## src/rtl/dct_pkg.sv

```systemverilog
// Shared constants and FSM state type for the DCT front-end sequencer.
package dct_pkg;

  localparam int unsigned FRAME_LEN = 32;
  localparam int unsigned N_COEF    = 13;
  localparam int unsigned I_BW      = 8;

  typedef enum logic [1:0] {
    IDLE   = 2'd0,
    REPLAY = 2'd1,
    GAP    = 2'd2
  } state_t;

  // Counter width that stays legal for a depth of one.
  function automatic int unsigned cnt_w(input int unsigned n);
    return (n > 1) ? $clog2(n) : 1;
  endfunction

endpackage

```

## src/rtl/dct_sequencer_if.sv

```systemverilog
// Upstream element stream and DCT-side outputs of dct_sequencer.
interface dct_sequencer_if #(
  parameter int unsigned I_BW = dct_pkg::I_BW
) ();

  logic            en_i;
  logic [I_BW-1:0] data_i;
  logic            valid_i;
  logic            last_i;
  logic [I_BW-1:0] dct_data_o;
  logic            dct_valid_o;
  logic            dct_last_o;
  logic            dct_en_o;
  logic            overflow_o;

  modport master (
    output en_i, data_i, valid_i, last_i,
    input  dct_data_o, dct_valid_o, dct_last_o, dct_en_o, overflow_o
  );

  modport slave (
    input  en_i, data_i, valid_i, last_i,
    output dct_data_o, dct_valid_o, dct_last_o, dct_en_o, overflow_o
  );

endinterface

```

## src/rtl/dct_frame_buffer.sv

```systemverilog
// Ping-pong frame storage: two banks, full flags, per-bank last flag and write pointer.
module dct_frame_buffer
  import dct_pkg::*;
#(
  parameter int unsigned FRAME_LEN = dct_pkg::FRAME_LEN,
  parameter int unsigned I_BW      = dct_pkg::I_BW,
  localparam int unsigned AW       = cnt_w(FRAME_LEN)
) (
  input  logic            i_clk,
  input  logic            i_clr,
  input  logic            i_valid,
  input  logic [I_BW-1:0] i_data,
  input  logic            i_last,
  input  logic            i_free,
  input  logic [AW-1:0]   i_rd_addr,
  output logic            o_rd_full,
  output logic            o_rd_last,
  output logic [I_BW-1:0] o_rd_data,
  output logic            o_overflow
);

  logic [I_BW-1:0] r_bank [2][FRAME_LEN];
  logic [1:0]      r_full;
  logic [1:0]      r_last;
  logic            r_fill_sel;
  logic            r_rd_sel;
  logic [AW-1:0]   r_wr_ptr;
  logic            r_last_acc;

  logic       w_fill_freed;
  logic       w_drop;
  logic       w_wr;
  logic       w_wrap;
  logic [1:0] w_set;
  logic [1:0] w_rel;

  // A bank released this cycle may accept the incoming element.
  assign w_fill_freed = i_free && (r_rd_sel == r_fill_sel);
  assign w_drop       = !i_clr && i_valid && r_full[r_fill_sel] && !w_fill_freed;
  assign w_wr         = !i_clr && i_valid && !w_drop;
  assign w_wrap       = w_wr && (r_wr_ptr == AW'(FRAME_LEN - 1));
  assign w_set        = w_wrap ? (2'b01 << r_fill_sel) : 2'b00;
  assign w_rel        = i_free ? (2'b01 << r_rd_sel) : 2'b00;

  always_ff @(posedge i_clk) begin
    if (w_wr) begin
      r_bank[r_fill_sel][r_wr_ptr] <= i_data;
    end
  end

  always_ff @(posedge i_clk) begin
    if (i_clr) begin
      r_full     <= '0;
      r_last     <= '0;
      r_fill_sel <= 1'b0;
      r_rd_sel   <= 1'b0;
      r_wr_ptr   <= '0;
      r_last_acc <= 1'b0;
    end else begin
      if (w_wr) begin
        if (w_wrap) begin
          r_wr_ptr           <= '0;
          r_fill_sel         <= ~r_fill_sel;
          r_last[r_fill_sel] <= r_last_acc | i_last;
          r_last_acc         <= 1'b0;
        end else begin
          r_wr_ptr   <= r_wr_ptr + AW'(1);
          r_last_acc <= r_last_acc | i_last;
        end
      end
      if (i_free) begin
        r_rd_sel <= ~r_rd_sel;
      end
      r_full <= (r_full & ~w_rel) | w_set;
    end
  end

  assign o_rd_full  = r_full[r_rd_sel];
  assign o_rd_last  = r_last[r_rd_sel];
  assign o_rd_data  = r_bank[r_rd_sel][i_rd_addr];
  assign o_overflow = w_drop;

endmodule

```

## src/rtl/dct_sequencer.sv

```systemverilog
// Replays each buffered frame element N_COEF times to the DCT, with a one-cycle gap between frames.
// Optional feature: DCT_SEQ_OVERFLOW_CNT_EN adds overflow_cnt_o, a saturating dropped-element count.
module dct_sequencer
  import dct_pkg::*;
#(
  parameter int unsigned FRAME_LEN = dct_pkg::FRAME_LEN,
  parameter int unsigned N_COEF    = dct_pkg::N_COEF,
  parameter int unsigned I_BW      = dct_pkg::I_BW
) (
  input  logic            clk_i,
  input  logic            rst_i,
  dct_sequencer_if.slave  bus
`ifdef DCT_SEQ_OVERFLOW_CNT_EN
  ,
  output logic [7:0]      overflow_cnt_o
`endif
);

  localparam int unsigned EW = cnt_w(FRAME_LEN);
  localparam int unsigned CW = cnt_w(N_COEF);

  state_t          r_state;
  state_t          w_state_nxt;
  logic [EW-1:0]   r_elem;
  logic [EW-1:0]   w_elem_nxt;
  logic [CW-1:0]   r_coef;
  logic [CW-1:0]   w_coef_nxt;
  logic            w_free;
  logic            w_clr;
  logic            w_rd_full;
  logic            w_rd_last;
  logic [I_BW-1:0] w_rd_data;
  logic            w_ovf;
  logic [I_BW-1:0] r_dct_data;
  logic            r_dct_valid;
  logic            r_dct_last;

  assign w_clr = rst_i || !bus.en_i;

  dct_frame_buffer #(
    .FRAME_LEN (FRAME_LEN),
    .I_BW      (I_BW)
  ) u_buf (
    .i_clk      (clk_i),
    .i_clr      (w_clr),
    .i_valid    (bus.valid_i),
    .i_data     (bus.data_i),
    .i_last     (bus.last_i),
    .i_free     (w_free),
    .i_rd_addr  (w_elem_nxt),
    .o_rd_full  (w_rd_full),
    .o_rd_last  (w_rd_last),
    .o_rd_data  (w_rd_data),
    .o_overflow (w_ovf)
  );

  always_comb begin
    w_state_nxt = r_state;
    w_elem_nxt  = r_elem;
    w_coef_nxt  = r_coef;
    w_free      = 1'b0;
    case (r_state)
      IDLE: begin
        w_elem_nxt = '0;
        w_coef_nxt = '0;
        if (w_rd_full) begin
          w_state_nxt = REPLAY;
        end
      end
      REPLAY: begin
        if (r_coef == CW'(N_COEF - 1)) begin
          w_coef_nxt = '0;
          if (r_elem == EW'(FRAME_LEN - 1)) begin
            w_elem_nxt  = '0;
            w_state_nxt = GAP;
            w_free      = 1'b1;
          end else begin
            w_elem_nxt = r_elem + EW'(1);
          end
        end else begin
          w_coef_nxt = r_coef + CW'(1);
        end
      end
      GAP: begin
        w_elem_nxt  = '0;
        w_coef_nxt  = '0;
        w_state_nxt = w_rd_full ? REPLAY : IDLE;
      end
      default: begin
        w_state_nxt = IDLE;
        w_elem_nxt  = '0;
        w_coef_nxt  = '0;
      end
    endcase
  end

  // Outputs are registered from the next position, so the read address is w_elem_nxt.
  always_ff @(posedge clk_i) begin
    if (w_clr) begin
      r_state     <= IDLE;
      r_elem      <= '0;
      r_coef      <= '0;
      r_dct_valid <= 1'b0;
      r_dct_last  <= 1'b0;
      r_dct_data  <= '0;
    end else begin
      r_state     <= w_state_nxt;
      r_elem      <= w_elem_nxt;
      r_coef      <= w_coef_nxt;
      r_dct_valid <= (w_state_nxt == REPLAY);
      r_dct_data  <= (w_state_nxt == REPLAY) ? w_rd_data : '0;
      r_dct_last  <= (w_state_nxt == REPLAY) && (w_elem_nxt == EW'(FRAME_LEN - 1)) && w_rd_last;
    end
  end

  assign bus.dct_data_o  = r_dct_data;
  assign bus.dct_valid_o = r_dct_valid;
  assign bus.dct_last_o  = r_dct_last;
  assign bus.dct_en_o    = bus.en_i;
  assign bus.overflow_o  = w_ovf;

`ifdef DCT_SEQ_OVERFLOW_CNT_EN
  logic [7:0] r_ovf_cnt;

  always_ff @(posedge clk_i) begin
    if (w_clr) begin
      r_ovf_cnt <= '0;
    end else if (w_ovf && (r_ovf_cnt != 8'hFF)) begin
      r_ovf_cnt <= r_ovf_cnt + 8'd1;
    end
  end

  assign overflow_cnt_o = r_ovf_cnt;
`endif

endmodule

```

## src/flat_wrapper.sv

```systemverilog
// flat-port wrapper written by rule: the top's interface ports become plain ports
module dct_sequencer_flat import dct_pkg::*;
#(
  parameter int unsigned FRAME_LEN = dct_pkg::FRAME_LEN,
  parameter int unsigned N_COEF    = dct_pkg::N_COEF,
  parameter int unsigned I_BW      = dct_pkg::I_BW
)
  (clk_i, rst_i, bus_en_i, bus_data_i, bus_valid_i, bus_last_i, bus_dct_data_o, bus_dct_valid_o, bus_dct_last_o, bus_dct_en_o, bus_overflow_o);
  dct_sequencer_if #(.I_BW(I_BW)) bus_i ();
  input  logic clk_i;
  input  logic rst_i;
  input wire logic [$bits(bus_i.en_i)-1:0] bus_en_i;
  input wire logic [$bits(bus_i.data_i)-1:0] bus_data_i;
  input wire logic [$bits(bus_i.valid_i)-1:0] bus_valid_i;
  input wire logic [$bits(bus_i.last_i)-1:0] bus_last_i;
  output wire logic [$bits(bus_i.dct_data_o)-1:0] bus_dct_data_o;
  output wire logic [$bits(bus_i.dct_valid_o)-1:0] bus_dct_valid_o;
  output wire logic [$bits(bus_i.dct_last_o)-1:0] bus_dct_last_o;
  output wire logic [$bits(bus_i.dct_en_o)-1:0] bus_dct_en_o;
  output wire logic [$bits(bus_i.overflow_o)-1:0] bus_overflow_o;
  assign bus_i.en_i = bus_en_i;
  assign bus_i.data_i = bus_data_i;
  assign bus_i.valid_i = bus_valid_i;
  assign bus_i.last_i = bus_last_i;
  assign bus_dct_data_o = bus_i.dct_data_o;
  assign bus_dct_valid_o = bus_i.dct_valid_o;
  assign bus_dct_last_o = bus_i.dct_last_o;
  assign bus_dct_en_o = bus_i.dct_en_o;
  assign bus_overflow_o = bus_i.overflow_o;
  dct_sequencer #(.FRAME_LEN(FRAME_LEN), .N_COEF(N_COEF), .I_BW(I_BW)) u_core (.clk_i(clk_i), .rst_i(rst_i), .bus(bus_i));
endmodule
```

## config.mk

```make
export PLATFORM = sky130hd
export DESIGN_NAME = dct_sequencer_flat
export DESIGN_NICKNAME = d
export VERILOG_FILES = /design/src/rtl/dct_pkg.sv /design/src/rtl/dct_sequencer_if.sv /design/src/rtl/dct_frame_buffer.sv /design/src/rtl/dct_sequencer.sv /design/src/flat_wrapper.sv
export SDC_FILE = /design/constraint.sdc
export NUM_CORES = 1
export LEC_CHECK = 0
export ABC_AREA = 1
export CORE_MARGIN = 5
export CORE_UTILIZATION = 55
export DETAILED_ROUTE_END_ITERATION = 8
export GPL_TIMING_DRIVEN = 0
export PLACE_DENSITY = 0.82
export SYNTH_ARGS = -nofsm -noshare
export SYNTH_HDL_FRONTEND = slang
export SYNTH_HIERARCHICAL = 1
export SYNTH_SLANG_ARGS = --single-unit
export TNS_END_PERCENT = 1
```

## constraint.sdc

```tcl
create_clock -name clk_i -period 2.95 [get_ports clk_i]
set_input_delay 0.295 -clock clk_i [delete_from_list [all_inputs] [get_ports clk_i]]
set_output_delay 0.295 -clock clk_i [all_outputs]
set_load 0.01 [all_outputs]
```

==> summary.md, run 1 <==
| Metric | Value |
|---|---|
| Clk pin slew, worst setup/hold paths | 0.06 ns |
| DPL Wire Length | 43.6 mm |
| Combinational fraction of design power | 1.5% |
| XOR/XNOR share of the synthesized area | 0.0761% |
| First-pass GRT wire length | 96.0 mm |
| Critical path type | reg -> reg |
| Peak supply drop | 0.548 mV |
| Met2 GRT Util | 43.8% |
| CP max stage cell | nor3_2 |
| Wirelength, routed | 65.0 mm |
| Core box area | 41700 sq um |
| # fillers | 3007 |
| Hold Slack | 0.186 ns |
| Max_cap viols | 1 |
| Number of remaining DRC errors | 0 |
| Die Width | 215 um |
| Max H-tree Level | 2 |
| Outcome | complete, but fails checks |
| RSZ-0062 raised after global routing | true |
| Pwr Density | 590 nW/um^2 |
| Crit path time final | 2.91 ns |
| Largest net degree at the start of global routing | 47 |
| Switch Pwr | 3070 uW |
| Count of final setup violators | 0 |
| Clk network pwr share | 44.3% |
| Cell Int Power | 12500 uW |
| Post-synthesis adder-cell area fraction | 0.598% |
| GR Util met1 | 37.0% |
| Endpoint class of the critical path | flip-flop |
| Num CTS Buffers | 53 |
| Cell taking the most area after synthesis | edfxtp_1 |
| CP peak stage delay | 0.71 ns |
| Initial DRT Pass Iterations | 9 |
| Initial antenna violation count | 0 |
| Final Cycle Share | 98.7% |
| Failing checks | capacitance limit, slew limit |
| Util after Layout | 63.5% |
| Max Root-Sink Buffers | 3 |
| Clk_lat worst skew | 0.61 ns |
| Ys Warns | 6 |
| Mapped Area | 23000 sq um |
| Syn_area_per_cell | 11.5 sq um |
| Sequential share of power | 54.3% |
| I/O pins | 25 |
| Crit path DAT | 3.13 ns |
| Worst-path maximum fanout | 10 |
| Leading cell type in the layout, fill and taps excluded | nand2_1 |
| Final non-filler cell total | 2674 |
| Post-Syn Nets | 2026 |
| Static leakage | 0.00980 uW |
| Commonest cells after routing, fill and taps aside | nand2_1 (683), edfxtp_1 (512), nand3_1 (439) |
| WP buf/inv | 1 |
| Tightest Hold Check Type | in -> reg |
| Multiplexer share of the synthesized area | 0% |
| Skew final | 0.0213 ns |
| Sequential element share of the synthesized area | 69.7% |
| Final Instance Area | 26500 sq um |
| Worst endpoint required time | 3.17 ns |
| Flop and latch count out of synthesis | 546 |
| Crit start category | flip-flop |
| FMAX | 0.343 GHz |
| Placer Congestion | 1.01 |
| Diode count | 0 |
| Sw Share | 19.7% |
| Layout cells sized above 1 | 15.4% |
| Vias | 16600 |
| Final ANT Viol Nets | 0 |
| Delay-heaviest family, CP | simple AND/OR/NAND/NOR gates |
| Reg area | 16100 sq um |
| Synth top area share | 66.8% |
| Floorplan row count | 75 |
| Number of global-route vias before repair | 15800 |
| Placed Area | 24100 sq um |
| Syn Inst Count | 2002 |
| Top cells by area, synth | edfxtp_1 (67%), nand2_1 (11%), nand3_1 (9.7%), dfxtp_1 (3.0%), nor3_2 (1.7%) |
| Post-synthesis compound-gate area fraction | 0.321% |
| Clock root cell | clkbuf_16 |
| Least-Margin Pin Slew | 1.59 ns |
| Area delta synth->final | 14.9% |
| Count of input and output buffers | 24 |
| Footprint of the multi-input gates | 6400 sq um |
| WL per Instance | 24.3 um |
| Final Slew Violations | 11 |
| Die Y-Extent | 215 um |
| Most used cell, CP | nand2_1 |
| Crit path cell chain | ha_4 > nand2_1 > nor2_2 > ha_2 > nand2_4 > nor2_4 > nand2_1 > nand3_2 > nand3_4 > inv_8 > nand2_2 > nor3_2 |
| Yosys cell types | 33 |
| GRT Util Overall | 27.5% |
| Nets | 2115 |
| Simple-gate share of the synthesized area | 24.8% |
| Cts hold-fix bufs | 0 |
| Grt ovf | 0 |
| CTS tree | done |
| GR Layer Usage met3 | 6.52% |
| Hold Violations, Final | 0 |
| Clock sink count | 546 |
| Vias per inst | 6.22 |
| Die area | 46000 sq um |
| # placed instances | 2574 |
| Starting DRT DRC Count | 2618 |
| Largest family of logic cells by synthesized area | simple AND/OR/NAND/NOR gates |
| Busiest layer in global routing | met2 |
| Initial Util | 55.2% |
| Slew HR | -6.11% |
[through the flow]
stage	power [uW]	setup TNS, ns	setup WS [ns]
3_5_place_dp	8850	-143.58	-0.604
2_1_floorplan	8670	0	0.271
6_report	15600	0	0.0387
5_1_grt	16000	-3.35	-0.0760
3_3_place_gp	8840	-202.11	-0.717
4_1_cts	15600	-0.113	-0.0341
[per-layer routing]
metal	wire, um	share of wire, %
met1	23000	35
met2	30400	47
met3	8540	13
met4	3100	4.8
met5	0	0
[sequential cells by signal, indices dropped and copies added, names as in the netlist, 2 cells and up, named ones only]
register / cells
u_core/bus.dct_data_o: 8
u_core/r_coef: 4
u_core/r_elem: 5
u_core/r_state: 2
u_core/u_buf/r_bank: 512
u_core/u_buf/r_full: 2
u_core/u_buf/r_last: 2
u_core/u_buf/r_wr_ptr: 5
[layout make-up]
class / instances / share of cell area, %
clock buffer: 70 / 5.52
sequential: 546 / 60.7
clock inverter: 29 / 1.19
inverter: 51 / 0.780
timing repair buffer: 35 / 1.48
tap: 539 / 2.55
buffer: 121 / 3.60
multi-input combinational: 1283 / 24.2
[kinds of logic (layout without fill, tap and decap cells)]
group,Yosys count,after routing
DFF,546,546
adders and majority gates,11,11
AOI/OAI and AO/OA,12,12
and+or+nand+nor,1258,1258
xor gates and xnor gates,2,2
buffers and inverters,173,306
[path summary, 6_finish.rpt]
| kind | cells after the start | to | start | slack (ns) |
|---|---|---|---|---|
| max | 12 | u_core/u_buf/r_bank[0][228] | u_core/r_elem[0] | 0.04 |
| min | 1 | u_core/u_buf/r_bank[0][181] | bus_data_i[5] | 0.19 |
| max reg2reg | 12 | u_core/u_buf/r_bank[0][228] | u_core/r_elem[0] | 0.04 |
| min reg2reg | 2 | u_core/u_buf/r_last[0] | u_core/u_buf/r_last[0] | 0.48 |
[power by group through the flow]
stage	registers [uW]	logic [uW]	clock network, uW
2_1_floorplan	8630	40.4	0
3_3_place_gp	8650	189	0
3_5_place_dp	8630	217	0
4_1_cts	8470	221	6950
5_1_grt	8460	240	7280
6_report	8470	229	6900
[what timing repair did]
item / CTS / global route
endpoints found under the setup margin: 518 / 484
setup buffers: 2 / 0
pin swaps: 4 / 2
gates resized for setup: 75 / 78
[cell usage after synthesis (all sizes together)]
cell	instances
edfxtp	512
nor3b	1
inv	51
o21ai	1
a211oi	2
buf	110
nor3	69
clkbuf	12
or2	2
nand3	448
nand4	3
xnor2	2
ha	11
a21oi	9
nand2	696
dfxtp	34
nor2	39
(Power assumes the default switching activity.)
==> run 2: changes to the inputs <==
--- a/config.mk
+++ b/config.mk
@@ -7,10 +7,11 @@
 export LEC_CHECK = 0
 export ABC_AREA = 1
 export CORE_MARGIN = 5
-export CORE_UTILIZATION = 55
+export CORE_UTILIZATION = 40
 export DETAILED_ROUTE_END_ITERATION = 8
 export GPL_TIMING_DRIVEN = 0
-export PLACE_DENSITY = 0.82
+export PLACE_DENSITY = 0.66
+export SLEW_MARGIN = 20
 export SYNTH_ARGS = -nofsm -noshare
 export SYNTH_HDL_FRONTEND = slang
 export SYNTH_HIERARCHICAL = 1
==> run 2 against run 1 <==
- the run now ends clean
- clock power down 7.4%
- clock-buffer cell count increased by 4
- critical path depth did not move
- register-to-register slack about the same
- clock skew fell by 0.0014 ns
- hold slack got worse by 0.058 ns
- routed wire length up 0.16%
- sequential power barely moved
- first-iteration DRC count down 28%
- critical path type unchanged
==> summary.md, run 2 (synthesis results as in run 1) <==
| Metric | Value |
|---|---|
| Clock sink count | 546 |
| RSZ-0062 raised after global routing | true |
| Clock root cell | clkbuf_16 |
| Critical path type | reg -> reg |
| Vias per inst | 5.50 |
| Worst endpoint required time | 3.16 ns |
| Final Instance Area | 27000 sq um |
| Commonest cells after routing, fill and taps aside | nand2_1 (677), edfxtp_1 (512), nand3_1 (431) |
| Largest register FFs | 512 |
| Max H-tree Level | 2 |
| Final ANT Viol Nets | 0 |
| FF-to-FF Start | u_core/r_coef[0] |
| Largest net degree at the start of global routing | 65 |
| Static leakage | 0.00992 uW |
| Crit path time final | 2.93 ns |
| Leading cell type in the layout, fill and taps excluded | nand2_1 |
| Hold Crit Start | bus_data_i[6] |
| Placed Area | 24500 sq um |
| Wirelength, routed | 65.1 mm |
| Die Width | 250 um |
| Skew final | 0.0199 ns |
| Tightest Hold Check Type | in -> reg |
| DPL Wire Length | 44.1 mm |
| Nets | 2147 |
| Floorplan row count | 88 |
| Outcome | finished clean |
| Least-Margin Pin Slew | 1.10 ns |
| Util after Layout | 47.2% |
| Initial Util | 40.1% |
| Peak supply drop | 0.423 mV |
| Number of global-route vias before repair | 15400 |
| Count of final setup violators | 0 |
| Num CTS Buffers | 55 |
| Starting DRT DRC Count | 1873 |
| Slew HR | 26.9% |
| Core box area | 57400 sq um |
| Crit start category | flip-flop |
| Die Y-Extent | 250 um |
| Vias | 16100 |
| Endpoint class of the critical path | flip-flop |
| Final Power | 15100 uW |
| Worst-path maximum fanout | 10 |
| Clk_lat worst skew | 0.60 ns |
| Grt ovf | 0 |
| Diode count | 0 |
| Initial DRT Pass Iterations | 8 |
| WL per Instance | 22.2 um |
| Area delta synth->final | 17.5% |
| Max Root-Sink Buffers | 3 |
| Final Cycle Share | 99.2% |
| FMAX | 0.342 GHz |
| CTS tree | done |
| Max_cap viols | 0 |
| Final Slew Violations | 0 |
| Pwr Density | 558 nW/um^2 |
| Worst setup path startpoint | u_core/r_coef[0] |
| Layout cells sized above 1 | 16.7% |
| Die area | 62400 sq um |
| Hold Violations, Final | 0 |
| Number of remaining DRC errors | 0 |
| GRT Util Overall | 20.3% |
| First-pass GRT wire length | 96.8 mm |
| Count of input and output buffers | 24 |
| I/O pins | 25 |
| Largest reg by FF count | u_core/u_buf/r_bank |
| Initial antenna violation count | 1 |
| Placer Congestion | 0.993 |
| Crit path DAT | 3.14 ns |
| Clk pin slew, worst setup/hold paths | 0.06 ns |
| Fin Setup TNS | 0 ns |
==> run 2: cell types whose count changed in the layout (fill, tap and decap cells not counted), sizes merged, moves of 3 or more <==
cell / before / now
bufinv: 6 / 1
clkbuf: 87 / 90
clkinvlp: 4 / 1
buf: 123 / 153
==> run 2: routing by layer <==
| layer | vias to the layer above | GRT usage (%) | wire length [um] |
|---|---|---|---|
| met1 | 7865 | 27.2 | 25800 |
| met3 | 131 | 5.58 | 6960 |
| met2 | 847 | 32.3 | 30200 |
| met5 | - | 0 | 13 |
| met4 | 2 | 6.54 | 2140 |
| li1 | 7235 | - | - |
==> run 2: final timing paths <==
kind                                 endpoint  slack (ns)  cells past startpoint
setup / recovery  u_core/u_buf/r_bank[0][176]        0.02                     12
hold / removal    u_core/u_buf/r_bank[1][118]        0.13                      1
hold reg to reg              u_core/r_coef[0]        0.47                      1
setup reg to reg  u_core/u_buf/r_bank[0][176]        0.02                     12
==> run 2: through the flow <==
step                hold slack, ns  worst slack (ns)  std cells
floorplan                    0.394             0.271       2002
global placement             0.437            -0.824       2791
detailed placement           0.459            -0.597       2808
CTS                         0.0967          0.000673       2927
global route                 0.113            -0.108       2926
finish                       0.128            0.0246       2926
==> run 2: where the power goes <==
group          internal [uW]  total (uW)  switching [uW]
combinational           49.8         232             182
sequential              8470        8470            2.23
clock                   3570        6390            2820
total                  12100       15100            3000
==> run 2: cell type report <==
| type | instances | area (sq um) |
|---|---|---|
| Inverter | 51 | 206 |
| Clock inverter | 21 | 129 |
| Timing Repair Buffer | 65 | 795 |
| Multi-Input combinational cell | 1283 | 6450 |
| Tap cell | 765 | 957 |
| Clock buffer | 74 | 1480 |
| Fill cell | 4993 | 30300 |
| Buffer | 121 | 976 |
| Sequential cell | 546 | 16100 |
==> run 2: repair_timing <==
item | CTS | global route
buffers inserted | 23 | 0
gates resized for setup | 66 | 87
setup endpoints to repair | 452 | 391
hold buffers | 1 | 0
hold endpoints to repair | 2 | 0
pin swaps | 18 | 1
==> run 2: worst max-delay path: stages, from the launching register on <==
cell and delay [ns]:
dfxtp_1 0.34, inv_1 0.07, ha_2 0.21, inv_1 0.07
nor2_4 0.19, nand2_2 0.13, nor2_4 0.17, nand2_1 0.10
nand3_2 0.11, nand3_4 0.16, inv_8 0.15, nand2_4 0.13
nor3_2 0.69
